## src/rtl/fip_32_div_if.sv

```systemverilog
// Operand/result handshake bundle for the Q16.16 fixed-point divider.
// master drives operands and out_ready; slave is the divider.
interface fip_32_div_if #(
  parameter int unsigned WIDTH = 32
);
  logic [WIDTH-1:0] x;
  logic [WIDTH-1:0] y;
  logic             in_valid;
  logic             in_ready;
  logic [WIDTH-1:0] quot;
  logic             overflow;
  logic             div_by_zero;
  logic             out_valid;
  logic             out_ready;

  modport master (
    output x, y, in_valid, out_ready,
    input  in_ready, quot, overflow, div_by_zero, out_valid
  );

  modport slave (
    input  x, y, in_valid, out_ready,
    output in_ready, quot, overflow, div_by_zero, out_valid
  );
endinterface

```

## src/rtl/fip_32_div.sv

```systemverilog
// Sequential signed Q16.16 divider: restoring, sign-magnitude, one quotient bit per
// cycle. Saturates on range overflow and on divide-by-zero.
module fip_32_div #(
  parameter int unsigned INT_SHIFT = 16,
  parameter int unsigned WIDTH     = 32
) (
  input logic          clk,
  input logic          reset_n,
  fip_32_div_if.slave  bus
);
  localparam int unsigned ITER = WIDTH + INT_SHIFT;
  localparam int unsigned CW   = $clog2(ITER + 1);

  localparam logic [WIDTH-1:0] ONE     = WIDTH'(1);
  localparam logic [WIDTH-1:0] POS_MAX = {1'b0, {(WIDTH - 1){1'b1}}};
  localparam logic [WIDTH-1:0] NEG_MAX = {1'b1, {(WIDTH - 1){1'b0}}};

  typedef enum logic [1:0] {StIdle, StCalc, StDone} state_e;

  state_e           state_q;
  logic [CW-1:0]    count_q;
  logic [ITER-1:0]  dividend_q;
  logic [ITER-1:0]  qmag_q;
  logic [WIDTH-1:0] rem_q;
  logic [WIDTH-1:0] ymag_q;
  logic             sign_q;
  logic             in_ready_q;
  logic             out_valid_q;
  logic [WIDTH-1:0] quot_q;
  logic             overflow_q;
  logic             div_by_zero_q;

  logic [WIDTH-1:0] xabs, yabs;
  logic [WIDTH:0]   rem_sh;
  logic [WIDTH-1:0] rem_sub;
  logic             rem_ge;
  logic [ITER-1:0]  q_next;
  logic             q_pos_ovf, q_neg_ovf;
  logic [WIDTH-1:0] q_neg;

  always_comb begin
    // |most-negative| is 2^(WIDTH-1), representable as unsigned
    xabs      = bus.x[WIDTH-1] ? (~bus.x + ONE) : bus.x;
    yabs      = bus.y[WIDTH-1] ? (~bus.y + ONE) : bus.y;
    rem_sh    = {rem_q, dividend_q[ITER-1]};
    rem_ge    = rem_sh >= {1'b0, ymag_q};
    // Only used when rem_ge, where the true difference fits in WIDTH bits
    rem_sub   = rem_sh[WIDTH-1:0] - ymag_q;
    q_next    = {qmag_q[ITER-2:0], rem_ge};
    q_pos_ovf = q_next > {{INT_SHIFT{1'b0}}, POS_MAX};
    q_neg_ovf = q_next > {{INT_SHIFT{1'b0}}, NEG_MAX};
    q_neg     = ~q_next[WIDTH-1:0] + ONE;
  end

  always_ff @(posedge clk or negedge reset_n) begin
    if (!reset_n) begin
      state_q       <= StIdle;
      count_q       <= '0;
      dividend_q    <= '0;
      qmag_q        <= '0;
      rem_q         <= '0;
      ymag_q        <= '0;
      sign_q        <= 1'b0;
      in_ready_q    <= 1'b1;
      out_valid_q   <= 1'b0;
      quot_q        <= '0;
      overflow_q    <= 1'b0;
      div_by_zero_q <= 1'b0;
    end else begin
      unique case (state_q)
        StIdle: begin
          if (bus.in_valid && in_ready_q) begin
            in_ready_q    <= 1'b0;
            sign_q        <= bus.x[WIDTH-1] ^ bus.y[WIDTH-1];
            ymag_q        <= yabs;
            dividend_q    <= {xabs, {INT_SHIFT{1'b0}}};
            rem_q         <= '0;
            qmag_q        <= '0;
            count_q       <= '0;
            overflow_q    <= 1'b0;
            div_by_zero_q <= 1'b0;
            if (bus.y == '0) begin
              state_q       <= StDone;
              overflow_q    <= 1'b1;
              div_by_zero_q <= 1'b1;
              quot_q        <= bus.x[WIDTH-1] ? NEG_MAX : POS_MAX;
            end else begin
              state_q <= StCalc;
            end
          end
        end
        StCalc: begin
          rem_q      <= rem_ge ? rem_sub : rem_sh[WIDTH-1:0];
          dividend_q <= dividend_q << 1;
          qmag_q     <= q_next;
          count_q    <= count_q + CW'(1);
          if (count_q == CW'(ITER - 1)) begin
            state_q <= StDone;
            if (!sign_q) begin
              overflow_q <= q_pos_ovf;
              quot_q     <= q_pos_ovf ? POS_MAX : q_next[WIDTH-1:0];
            end else begin
              overflow_q <= q_neg_ovf;
              quot_q     <= q_neg_ovf ? NEG_MAX : q_neg;
            end
          end
        end
        StDone: begin
          // out_valid rises one cycle after entering DONE
          if (out_valid_q && bus.out_ready) begin
            out_valid_q <= 1'b0;
            in_ready_q  <= 1'b1;
            state_q     <= StIdle;
          end else begin
            out_valid_q <= 1'b1;
          end
        end
        default: state_q <= StIdle;
      endcase
    end
  end

  assign bus.in_ready    = in_ready_q;
  assign bus.out_valid   = out_valid_q;
  assign bus.quot        = quot_q;
  assign bus.overflow    = overflow_q;
  assign bus.div_by_zero = div_by_zero_q;
endmodule
```

## src/flat_wrapper.sv

```systemverilog
// flat-port wrapper written by rule: the top's interface ports become plain ports
module fip_32_div_flat 
#(
  parameter int unsigned INT_SHIFT = 16,
  parameter int unsigned WIDTH     = 32
)
  (clk, reset_n, bus_x, bus_y, bus_in_valid, bus_out_ready, bus_in_ready, bus_quot, bus_overflow, bus_div_by_zero, bus_out_valid);
  fip_32_div_if #(.WIDTH(WIDTH)) bus_i ();
  input logic clk;
  input logic reset_n;
  input wire logic [$bits(bus_i.x)-1:0] bus_x;
  input wire logic [$bits(bus_i.y)-1:0] bus_y;
  input wire logic [$bits(bus_i.in_valid)-1:0] bus_in_valid;
  input wire logic [$bits(bus_i.out_ready)-1:0] bus_out_ready;
  output wire logic [$bits(bus_i.in_ready)-1:0] bus_in_ready;
  output wire logic [$bits(bus_i.quot)-1:0] bus_quot;
  output wire logic [$bits(bus_i.overflow)-1:0] bus_overflow;
  output wire logic [$bits(bus_i.div_by_zero)-1:0] bus_div_by_zero;
  output wire logic [$bits(bus_i.out_valid)-1:0] bus_out_valid;
  assign bus_i.x = bus_x;
  assign bus_i.y = bus_y;
  assign bus_i.in_valid = bus_in_valid;
  assign bus_i.out_ready = bus_out_ready;
  assign bus_in_ready = bus_i.in_ready;
  assign bus_quot = bus_i.quot;
  assign bus_overflow = bus_i.overflow;
  assign bus_div_by_zero = bus_i.div_by_zero;
  assign bus_out_valid = bus_i.out_valid;
  fip_32_div #(.INT_SHIFT(INT_SHIFT), .WIDTH(WIDTH)) u_core (.clk(clk), .reset_n(reset_n), .bus(bus_i));
endmodule
```

## config.mk

```make
export PLATFORM = sky130hd
export DESIGN_NAME = fip_32_div_flat
export DESIGN_NICKNAME = d
export VERILOG_FILES = /design/src/rtl/fip_32_div_if.sv /design/src/rtl/fip_32_div.sv /design/src/flat_wrapper.sv
export SDC_FILE = /design/constraint.sdc
export NUM_CORES = 1
export LEC_CHECK = 0
export BUFFER_PORTS_ARGS = -buffer_cell sky130_fd_sc_hd__buf_2
export CORE_ASPECT_RATIO = 1.5
export CORE_MARGIN = 3
export CORE_UTILIZATION = 40
export DETAILED_ROUTE_END_ITERATION = 6
export SYNTH_ARGS = -nofsm -noshare
export SYNTH_HDL_FRONTEND = slang
export SYNTH_SLANG_ARGS = --single-unit
```

## constraint.sdc

```tcl
create_clock -name clk -period 11 [get_ports clk]
set_clock_uncertainty 0.15 [all_clocks]
set_input_delay 1.65 -clock clk [delete_from_list [all_inputs] [get_ports clk]]
set_output_delay 1.65 -clock clk [all_outputs]
set_load 0.03 [all_outputs]
```

==> metrics.txt, run 1 <==
status=finished clean; DRC=0; antenna violations before repair=0; Final period util=59.0%; CP max-delay cell=a21oi_2; Clock Tree Buf Depth=2; CTS sink cnt=188; synth warn=0; first-pass GRT wire length=49,100 um; TNS Setup=0 ps; cell count after synthesis=1,337; Seq cells post-synth=188; CTS tree=built; post-DP HPWL=20,900 um; Core ar.=0.0281 mm^2; # IOs=104; Clock power frac=44.3%; fmax=154 MHz; Async SR Flop Fraction=100%; Critical Path RT=11,230 ps; Worst-path clk slew=70 ps; Setup Viol. Count Final=0; antenna diode count=0; Slew @ Worst Pin=1010 ps; Reg power frac=50.8%; Sw Ratio=23.9%; Synth-to-Final Area Change=11.5%; Post-Syn Nets=1,442; routed len/inst=17.1 um; clock root cell=clkbuf_16; Main synth FF type=dfrtp_1; Final min period=6490 ps; postcts setup bufs=0; Initial Util=40.7%; final hold viol count=0; nets=1,495; maxcap violations=0; FF/Latch Area=0.00471 mm^2; number of CTS-inserted buffers=17; Setup crit end kind=register; PwrDens=107 mW/mm^2; Final Max Tran Viols=0; Setup WS pre-CTS=4580 ps; GRT overflow=0; GR Util All Layers=19.8%; share of cells above drive strength 1=12.1%; synth unique cells=78; CP arrival=6720 ps; Skew-Pair Late Insertion Delay=440 ps; Final Util=45.4%; Seq/Total Area, Yosys=41.2%; total power=1.36 mW; CP cell instances=ha_1, and3_1, a221o_1, a31o_2, o21ai_0, a211oi_1, or2_2, inv_2, ha_1, nor2b_1, nand4b_1, nor2_1, nand2_1, a21oi_2, nand2_1, a211o_1, o2111ai_1, a22o_1; most frequent cells in the layout=nand2_1, dfrtp_1, o21ai_0; VDD IR-drop max=0.0000850 V; die outline area=0.0307 mm^2; syn_area_per_cell=8.55 um^2; CTS Hold Bufs=0; # H-tree levels=4; delay of the slowest cell on the worst path=670 ps; Pint=1.04 mW; pin count of the biggest net entering global routing=113; hold_ws=325 ps; worst-path fanout max=46; vias=10,000; CP top delay family=compound AO/OA/AOI/OAI gates; Cell Area, Placed=0.0122 mm^2; post-cts resize count=0; Initial DRT Pass Iterations=7; I/O Buffers=103; die extent in x=144 um; GPL Wtd Cong=0.918; final wirelength=29,900 um; row count=75; Worst Path Buf+Inv=1; cell area after synthesis=0.0114 mm^2; leakage=5.62 nW; Detailed Route Iter0 Violations=629; Worst Path Class, Setup=register to register; Fill cells=2,781; vias in the first global route=9,603; Die H=213 um; Worst Hold Class=register to register; Antenna Nets Post-Route=0; dpl cells=1,717; critical path launch point type=register; area of the multi-input gates=0.00624 mm^2; post-route setup slack=4510 ps; RSZ-0062 raised after global routing=no; commonest non-fill, non-tap cell in the layout=nand2_1; Gate power share=4.9%; slew margin rel.=32.0%; NetSw=326 uW; Final Non-Filler Cells=1,749; Via density=5.74; final instance area=0.0127 mm^2; Post-synth EDFFs=0
[worst min-delay path, cell delays in order (launching register included)]
cell and delay, ps:
dfrtp_1 340, nand2_1 40, o21ai_0 60
[per-layer routing]
metal | vias up | GRT usage, % | wire length [um]
met5 | - | 0 | 0
met4 | 0 | 8.67 | 1070
met3 | 54 | 2.91 | 1040
met2 | 217 | 33.1 | 14700
met1 | 4826 | 25.4 | 13200
li1 | 4951 | - | -
[power groups by stage]
stage                     Combinational (mW)  Clock, mW  Sequential, mW
final                                 0.0669      0.603           0.691
after CTS                             0.0692      0.619           0.691
after global placement                0.0682          0           0.704
after global routing                  0.0767      0.645           0.691
after floorplan                       0.0269          0           0.704
after detailed placement              0.0691          0           0.704
[registers in the layout, indices dropped and copies added, names as in the netlist, 2 cells and up]
register,flops
u_core.dividend_q,32
u_core.state_q,2
u_core.bus.quot,32
u_core.rem_q,32
u_core.ymag_q,32
u_core.qmag_q,47
u_core.count_q,6
[cell type report]
type                    instances  share of cell area, %
clock buffers                  20                   3.51
well taps                     346                   3.40
flip-flops and latches        188                   36.9
inverters                      56                   1.65
clock inverters                12                  0.874
multi-input cells            1014                   48.9
repair buffers                113                   4.70
[cells by family after synthesis]
group	Yosys count	share of synthesized area, %
and+or+nand+nor	459	19.3
AOI/OAI and AO/OA	422	23.5
DFF	188	41.2
buffers and inverters	135	4.50
xor gates and xnor gates	88	6.75
adders and majority gates	37	4.12
muxes	8	0.712
[synthesized netlist by cell type, types with 6 or more instances]
library cell  count  share of area, %
a211oi_1         11              0.72
and3_1            9              0.49
or3_1            13              0.71
o211ai_1          6              0.39
nand2b_1          9              0.49
o21ai_0         180               7.9
or4_1            13              0.85
nor4_1           11              0.60
xor2_1           66               5.1
inv_1            55               1.8
or2_2             8              0.44
nor2_1           53               1.7
nor2b_1           9              0.49
a22o_1           10              0.77
dfrtp_1         187                41
nand3_1          84               3.7
a22oi_1          33               2.2
mux2i_1           7              0.61
a21o_1           21               1.4
nand2_1         195               6.4
nand4_1          11              0.60
a32oi_1          11              0.84
xnor2_1          22               1.7
nor3_1           23               1.0
ha_1             36               3.9
o41ai_1           9              0.69
clkbuf_1         71               2.3
o31ai_1          33               2.2
a21oi_1          50               2.2
a31oi_1           7              0.38
[path summary, 6_finish.rpt]
path	startpoint	endpoint	slack, ps	cells past startpoint
max	u_core.rem_q[10]$_DFFE_PN0P_	u_core.bus.quot[3]$_DFFE_PN0P_	4510	18
min	u_core.bus.quot[18]$_DFFE_PN0P_	u_core.bus.quot[18]$_DFFE_PN0P_	320	2
max reg2reg	u_core.rem_q[10]$_DFFE_PN0P_	u_core.bus.quot[3]$_DFFE_PN0P_	4510	18
min reg2reg	u_core.bus.quot[18]$_DFFE_PN0P_	u_core.bus.quot[18]$_DFFE_PN0P_	320	2
max in group asynchronous	reset_n	u_core.dividend_q[40]$_DFFE_PN0P_	7980	2
min in group asynchronous	reset_n	u_core.qmag_q[17]$_DFFE_PN0P_	1170	1
No activity file was read; power rests on OpenSTA's default activity.
==> run 2: changes to the inputs <==
==> constraint.sdc (replaced) <==
create_clock -name clk -period 6.33 [get_ports clk]
set_clock_uncertainty 0.15 [all_clocks]
set_input_delay 0.9495 -clock clk [delete_from_list [all_inputs] [get_ports clk]]
set_output_delay 0.9495 -clock clk [all_outputs]
set_load 0.03 [all_outputs]
==> metrics.txt, run 2 (same netlist as run 1, synthesis figures left out) <==
post-DP HPWL=21,200 um (+1.4%); share of cells above drive strength 1=12.1% (about the same); I/O Buffers=103 (unchanged); Setup crit end kind=register; RSZ-0062 raised after global routing=no; Crit. Startpoint=u_core.ymag_q[11]$_DFFE_PN0P_; slew margin rel.=35.6% (+3.6 points); GR Util All Layers=19.8% (about the same); Antenna Nets Post-Route=0 (unchanged); status=finished clean; fmax=198 MHz (+28%); Via density=5.67 (-1.4%); global routing's busiest layer=met2; Worst Hold Class=register to register; Worst Path Class, Setup=register to register; clock root cell=clkbuf_16; worst reg2reg path depth=19 (+1); delay of the slowest cell on the worst path=530 ps (-140 ps); vias=9,915 (-1.3%); Detailed Route Iter0 Violations=501 (-20%); commonest non-fill, non-tap cell in the layout=nand2_1; Reg power frac=51.6% (+0.8 points); post-cts resize count=0 (unchanged); critical path launch point type=register; Gate power share=5.0% (about the same); number of CTS-inserted buffers=17 (unchanged); GPL Wtd Cong=0.983 (+7.0%); met3 GRT Util=2.67% (-0.25 points); CP top delay family=simple AND/OR/NAND/NOR gates; max reg flops=47 (unchanged); worst-path fanout max=29 (-37%); Final Util=45.4% (about the same); pin count of the biggest net entering global routing=97 (-14%); Setup Viol. Count Final=0 (unchanged); Skew-Pair Late Insertion Delay=440 ps (about the same); GRT overflow=0 (unchanged); Synth-to-Final Area Change=11.5% (about the same); PwrDens=183 mW/mm^2 (+71%); nets=1,498 (+0.20%); die outline area=0.0307 mm^2 (unchanged); TNS Setup=0 ps (unchanged); R2R Path End=u_core.bus.quot[5]$_DFFE_PN0P_; final instance area=0.0127 mm^2 (about the same); Biggest register=u_core.qmag_q; Slew @ Worst Pin=966 ps (-45.0 ps); routed len/inst=17.1 um (about the same); final wirelength=30,000 um (+0.13%); Cell Area, Placed=0.0122 mm^2 (+0.19%); Final min period=5060 ps (-1430 ps); first-pass GRT wire length=49,200 um (+0.31%); antenna violations before repair=0 (unchanged); Clock power frac=43.3% (-1.0 points); Pint=1.78 mW (+72%); hold_ws=323 ps (-1.33 ps); RR Startpoint=u_core.ymag_q[11]$_DFFE_PN0P_; die extent in x=144 um (unchanged); CP max-delay cell=or2_2; most frequent cells in the layout=nand2_1, dfrtp_1, o21ai_0; grt met2 use=34.5% (+1.4 points); row count=75 (unchanged); Core ar.=0.0281 mm^2 (unchanged); crit-path most repeated cell=ha_1; CP cell instances=inv_1, ha_1, and3_1, a221o_1, a31o_2, o21ai_0, a211oi_1, or2_2, inv_2, ha_1, nor2b_1, nand4b_1, nor2_1, nand2_1, a21oi_2, buf_4, nand3_2, a311o_1, nand3_1; DRC=0 (unchanged); antenna diode count=0 (unchanged); vias in the first global route=9,593 (-0.10%); Worst-path clk slew=70 ps (about the same); Initial DRT Pass Iterations=5 (-2); Clock Tree Buf Depth=2 (unchanged); NetSw=544 uW (+67%); Worst Path Buf+Inv=3 (+2); M1 GR Usage=25.4% (-0.047 points); CTS sink cnt=188 (unchanged); hold_sp=u_core.bus.quot[24]$_DFFE_PN0P_; postcts setup bufs=0 (unchanged); VDD IR-drop max=0.000164 V (+92%); Critical Path RT=6560 ps (-4670 ps); Final Max Tran Viols=0 (unchanged); Initial Util=40.7% (unchanged); R2R setup slack=1270 ps (-3240 ps); CP arrival=5290 ps (-1430 ps); hold depth=2 (unchanged); Die H=213 um (unchanged); Final period util=79.9% (+21 points); CTS tree=built; maxcap violations=0 (unchanged); WHS Endpoint=u_core.bus.quot[24]$_DFFE_PN0P_; Sw Ratio=23.4% (-0.56 points); # IOs=104 (unchanged); final hold viol count=0 (unchanged); # H-tree levels=4 (unchanged); total power=2.33 mW (+71%); leakage=5.62 nW (about the same); CTS Hold Bufs=0 (unchanged)
==> run 2: cell types whose count changed in the layout (fill, tap and decap cells not counted), sizes merged <==
cell and change:
inv -1, buf +3, clkinvlp -1
==> run 2: area by class of cell <==
type / instances / area (um^2)
clock inverters: 10 / 92.6
clock buffers: 20 / 437
well taps: 346 / 433
multi-input cells: 1014 / 6240
fillers: 2821 / 15300
repair buffers: 116 / 622
flip-flops and latches: 188 / 4710
inverters: 56 / 210
==> run 2: through the flow <==
| step | setup WS (ps) | cells |
|---|---|---|
| 2_1_floorplan | 1680 | 1337 |
| 3_3_place_gp | 1480 | 1720 |
| 3_5_place_dp | 1350 | 1720 |
| 4_1_cts | 1320 | 1750 |
| 5_1_grt | 840 | 1750 |
| 6_report | 1270 | 1750 |
==> run 2: tightest hold or removal path, delay by kind of cell, from the launching register on <==
family / cells / cell delay (ps)
AO/OA/AOI/OAI: 1 / 60
flip-flops: 1 / 340
AND/OR/NAND/NOR: 1 / 50
==> run 2: worst max-delay path by stage <==
| stage | to | slack, ps | depth (start not counted) |
|---|---|---|---|
| after CTS | u_core.bus.quot[5]$_DFFE_PN0P_ | 1320 | 19 |
| after floorplan | u_core.bus.quot[10]$_DFFE_PN0P_ | 1680 | 20 |
| after global routing | u_core.bus.quot[5]$_DFFE_PN0P_ | 840 | 19 |
| after global placement | u_core.bus.quot[5]$_DFFE_PN0P_ | 1480 | 19 |
| after detailed placement | u_core.bus.quot[5]$_DFFE_PN0P_ | 1350 | 19 |
| final | u_core.bus.quot[5]$_DFFE_PN0P_ | 1270 | 19 |
==> run 2: power groups by stage <==
stage	clock (mW)	sequential (mW)	combinational (mW)
3_5_place_dp	0	1.22	0.121
4_1_cts	1.03	1.20	0.121
6_report	1.01	1.20	0.117
5_1_grt	1.09	1.20	0.134
2_1_floorplan	0	1.22	0.0468
3_3_place_gp	0	1.22	0.120
==> run 2: per-layer routing <==
metal,vias up,wire [um]
li1,4941,-
met1,4752,13100
met2,186,15300
met3,36,929
met4,0,640
met5,-,0
==> run 3: changes to the inputs <==
--- a/config.mk
+++ b/config.mk
@@ -5,6 +5,7 @@
 export SDC_FILE = /design/constraint.sdc
 export NUM_CORES = 1
 export LEC_CHECK = 0
+export ABC_AREA = 1
 export BUFFER_PORTS_ARGS = -buffer_cell sky130_fd_sc_hd__buf_2
 export CORE_ASPECT_RATIO = 1.5
 export CORE_MARGIN = 3
==> constraint.sdc (replaced) <==
create_clock -name clk -period 4.41 [get_ports clk]
set_clock_uncertainty 0.15 [all_clocks]
set_input_delay 0.6615 -clock clk [delete_from_list [all_inputs] [get_ports clk]]
set_output_delay 0.6615 -clock clk [all_outputs]
set_load 0.03 [all_outputs]
==> metrics.txt, run 3 <==
status=finished clean; Setup Viol. Count Final=0 (unchanged); Async SR Flop Fraction=100% (unchanged); nets=1,822 (+22%); max reg flops=47 (unchanged); post-DP HPWL=26,600 um (+25%); leakage=6.29 nW (+12%); vias in the first global route=11,300 (+18%); Skew-Pair Late Insertion Delay=460 ps (+20 ps); Die H=219 um (+3.0%); cell area after synthesis=0.0121 mm^2 (+6.2%); share of cells above drive strength 1=12.4% (+0.33 points); maxcap violations=0 (unchanged); dpl cells=2,093 (+22%); first-pass GRT wire length=58,200 um (+18%); Clock Tree Buf Depth=2 (unchanged); commonest non-fill, non-tap cell in the layout=nand2_1; GR Util All Layers=22.7% (+2.8 points); vias=11,200 (+13%); cell count after synthesis=1,639 (+23%); Final period util=92.2% (+12 points); Worst Path Class, Setup=register to register; Core ar.=0.0297 mm^2 (+5.8%); CP arrival=4260 ps (-1030 ps); most common cell in the netlist=nand2_1; Initial Util=40.9% (+0.16 points); final wirelength=36,000 um (+20%); Worst-path clk slew=70 ps (about the same); CTS sink cnt=188 (unchanged); row count=77 (+2.7%); dominant cell type by area after synthesis=dfrtp_1; Final Max Tran Viols=0 (unchanged); # IOs=104 (unchanged); # H-tree levels=4 (unchanged); pin count of the biggest net entering global routing=107 (+10%); Post-synth EDFFs=0 (unchanged); total power=3.44 mW (+48%); Main synth FF type=dfrtp_1; final hold viol count=0 (unchanged); Via density=5.28 (-6.7%); Critical Path RT=4610 ps (-1950 ps); Antenna Nets Post-Route=0 (unchanged); Fill cells=3,102 (+10%); worst-path fanout max=19 (-34%); Seq cells post-synth=188 (unchanged); CTS Hold Bufs=0 (unchanged); die outline area=0.0325 mm^2 (+6.0%); RSZ-0062 raised after global routing=no; post-cts resize count=0 (unchanged); GRT overflow=0 (unchanged); hold_ws=144 ps (-179 ps); DRC=0 (unchanged); Synth-to-Final Area Change=11.8%; Initial DRT Pass Iterations=6 (+1); Final Util=45.7% (+0.32 points); Slew @ Worst Pin=869 ps (-97.6 ps); VDD IR-drop max=0.000182 V (+11%); Biggest register=u_core.qmag_q; syn_area_per_cell=7.40 um^2 (-13%); PwrDens=253 mW/mm^2 (+39%); clock root cell=clkbuf_16; antenna violations before repair=0 (unchanged); routed len/inst=16.9 um (-1.2%); R2R setup slack=340 ps (-930 ps); Final min period=4070 ps (-992 ps); Synth area leaders=dfrtp_1, nand2_1, inv_1; synth warn=0 (unchanged); Synth top cells by count=nand2_1, dfrtp_1, inv_1; most frequent cells in the layout=nand2_1, dfrtp_1, inv_1; I/O Buffers=103 (unchanged); post-synth top area share=38.6% (-2.4 points); Final Non-Filler Cells=2,124 (+21%); Post-Syn Nets=1,744 (+21%); postcts setup bufs=0 (unchanged); GPL Wtd Cong=0.941 (-4.3%); antenna diode count=0 (unchanged); synth unique cells=60 (-23%); Detailed Route Iter0 Violations=703 (+40%); CTS tree=built; critical path launch point type=register; Setup crit end kind=register; Seq/Total Area, Yosys=38.8% (-2.4 points); Worst Hold Class=primary input to async pin; die extent in x=148 um (+2.9%); number of CTS-inserted buffers=17 (unchanged); fmax=246 MHz (+24%); TNS Setup=0 ps (unchanged); slew margin rel.=42.1% (+6.5 points)
-- run 3: changes by cell type after synthesis, moves of 31 or more --
cell     previous run  this run
nand2_1           195       402
inv_1              55       171
o21ai_0           180        66
nor2_1             53       160
o21ai_1             3        70
o22ai_1             4        51
a21oi_1            50        82
a22oi_1            33         2
-- run 3: final cells by class --
cell class                 instances  area [um^2]  share of cell area [%]
multi-input combinational       1192         6400                    47.2
timing repair buffer             120          652                    4.80
clock buffer                      17          425                    3.14
sequential                       188         4710                    34.7
clock inverter                    14          140                    1.03
tap                              395          494                    3.64
inverter                         198          744                    5.49
-- run 3: cells by family (layout without fill, tap and decap cells) --
group / after synthesis / count (layout) / synth area share, %
and+or+nand+nor: 717 / 717 / 25.6
buffers and inverters: 259 / 349 / 8.51
AOI/OAI and AO/OA: 358 / 358 / 17.4
adders and majority gates: 37 / 37 / 3.88
DFF: 188 / 188 / 38.8
xor gates and xnor gates: 80 / 80 / 5.78
-- run 3: path summary, 6_finish.rpt --
path | from | endpoint | depth (start not counted)
worst min-delay path | reset_n | u_core.ymag_q[6]$_DFFE_PN0P_ | 1
min in group clk | bus_out_ready | u_core.bus.in_ready$_DFFE_PN1P_ | 3
worst max-delay path | u_core.ymag_q[13]$_DFFE_PN0P_ | u_core.bus.quot[11]$_DFFE_PN0P_ | 26
worst min register to register | u_core.state_q[0]$_DFFE_PN0P_ | u_core.bus.in_ready$_DFFE_PN1P_ | 1
max in group asynchronous | reset_n | u_core.ymag_q[24]$_DFFE_PN0P_ | 2
worst max register to register | u_core.ymag_q[13]$_DFFE_PN0P_ | u_core.bus.quot[11]$_DFFE_PN0P_ | 26
-- run 3: power by group --
| group | internal, mW | total, mW | leakage (nW) | switching, mW |
|---|---|---|---|---|
| Sequential | 1.72 | 1.72 | 2.02 | 0.000153 |
| Combinational | 0.0652 | 0.204 | 3.99 | 0.139 |
| Clock | 0.787 | 1.51 | 0.275 | 0.724 |
-- run 3: worst max-delay path: stages (launching register included) --
cell and delay (ps):
dfrtp_1 380, inv_1 60, ha_1 340, nand2_1 150, nor2_1 300, nand2_1 90, clkinv_1 70, nand4_1 90
nand3_2 180, nand2_2 130, nand2_2 110, inv_2 40, ha_1 190, nand2_1 100, nor2_2 50, inv_2 70
nor2_4 40, nand2_2 80, nor2_2 50, nand4_1 90, nand2_2 80, nand2_2 270, clkinv_2 350, o21ai_1 180
a21oi_1 60, o21ai_1 150, nand2_1 70
-- run 3: through the flow --
step                setup slack [ps]  area, um^2
floorplan                        975       12100
global placement                 479       13000
detailed placement               409       13000
CTS                              395       13600
global route                    85.0       13600
finish                           345       13600
-- run 3: per-layer routing --
layer | track usage, % | up-vias | wire length [um]
li1 | - | 5593 | -
met1 | 24.6 | 5336 | 13900
met2 | 43.2 | 221 | 19700
met3 | 3.45 | 75 | 1010
met4 | 9.95 | 0 | 1410
met5 | 0 | - | 0
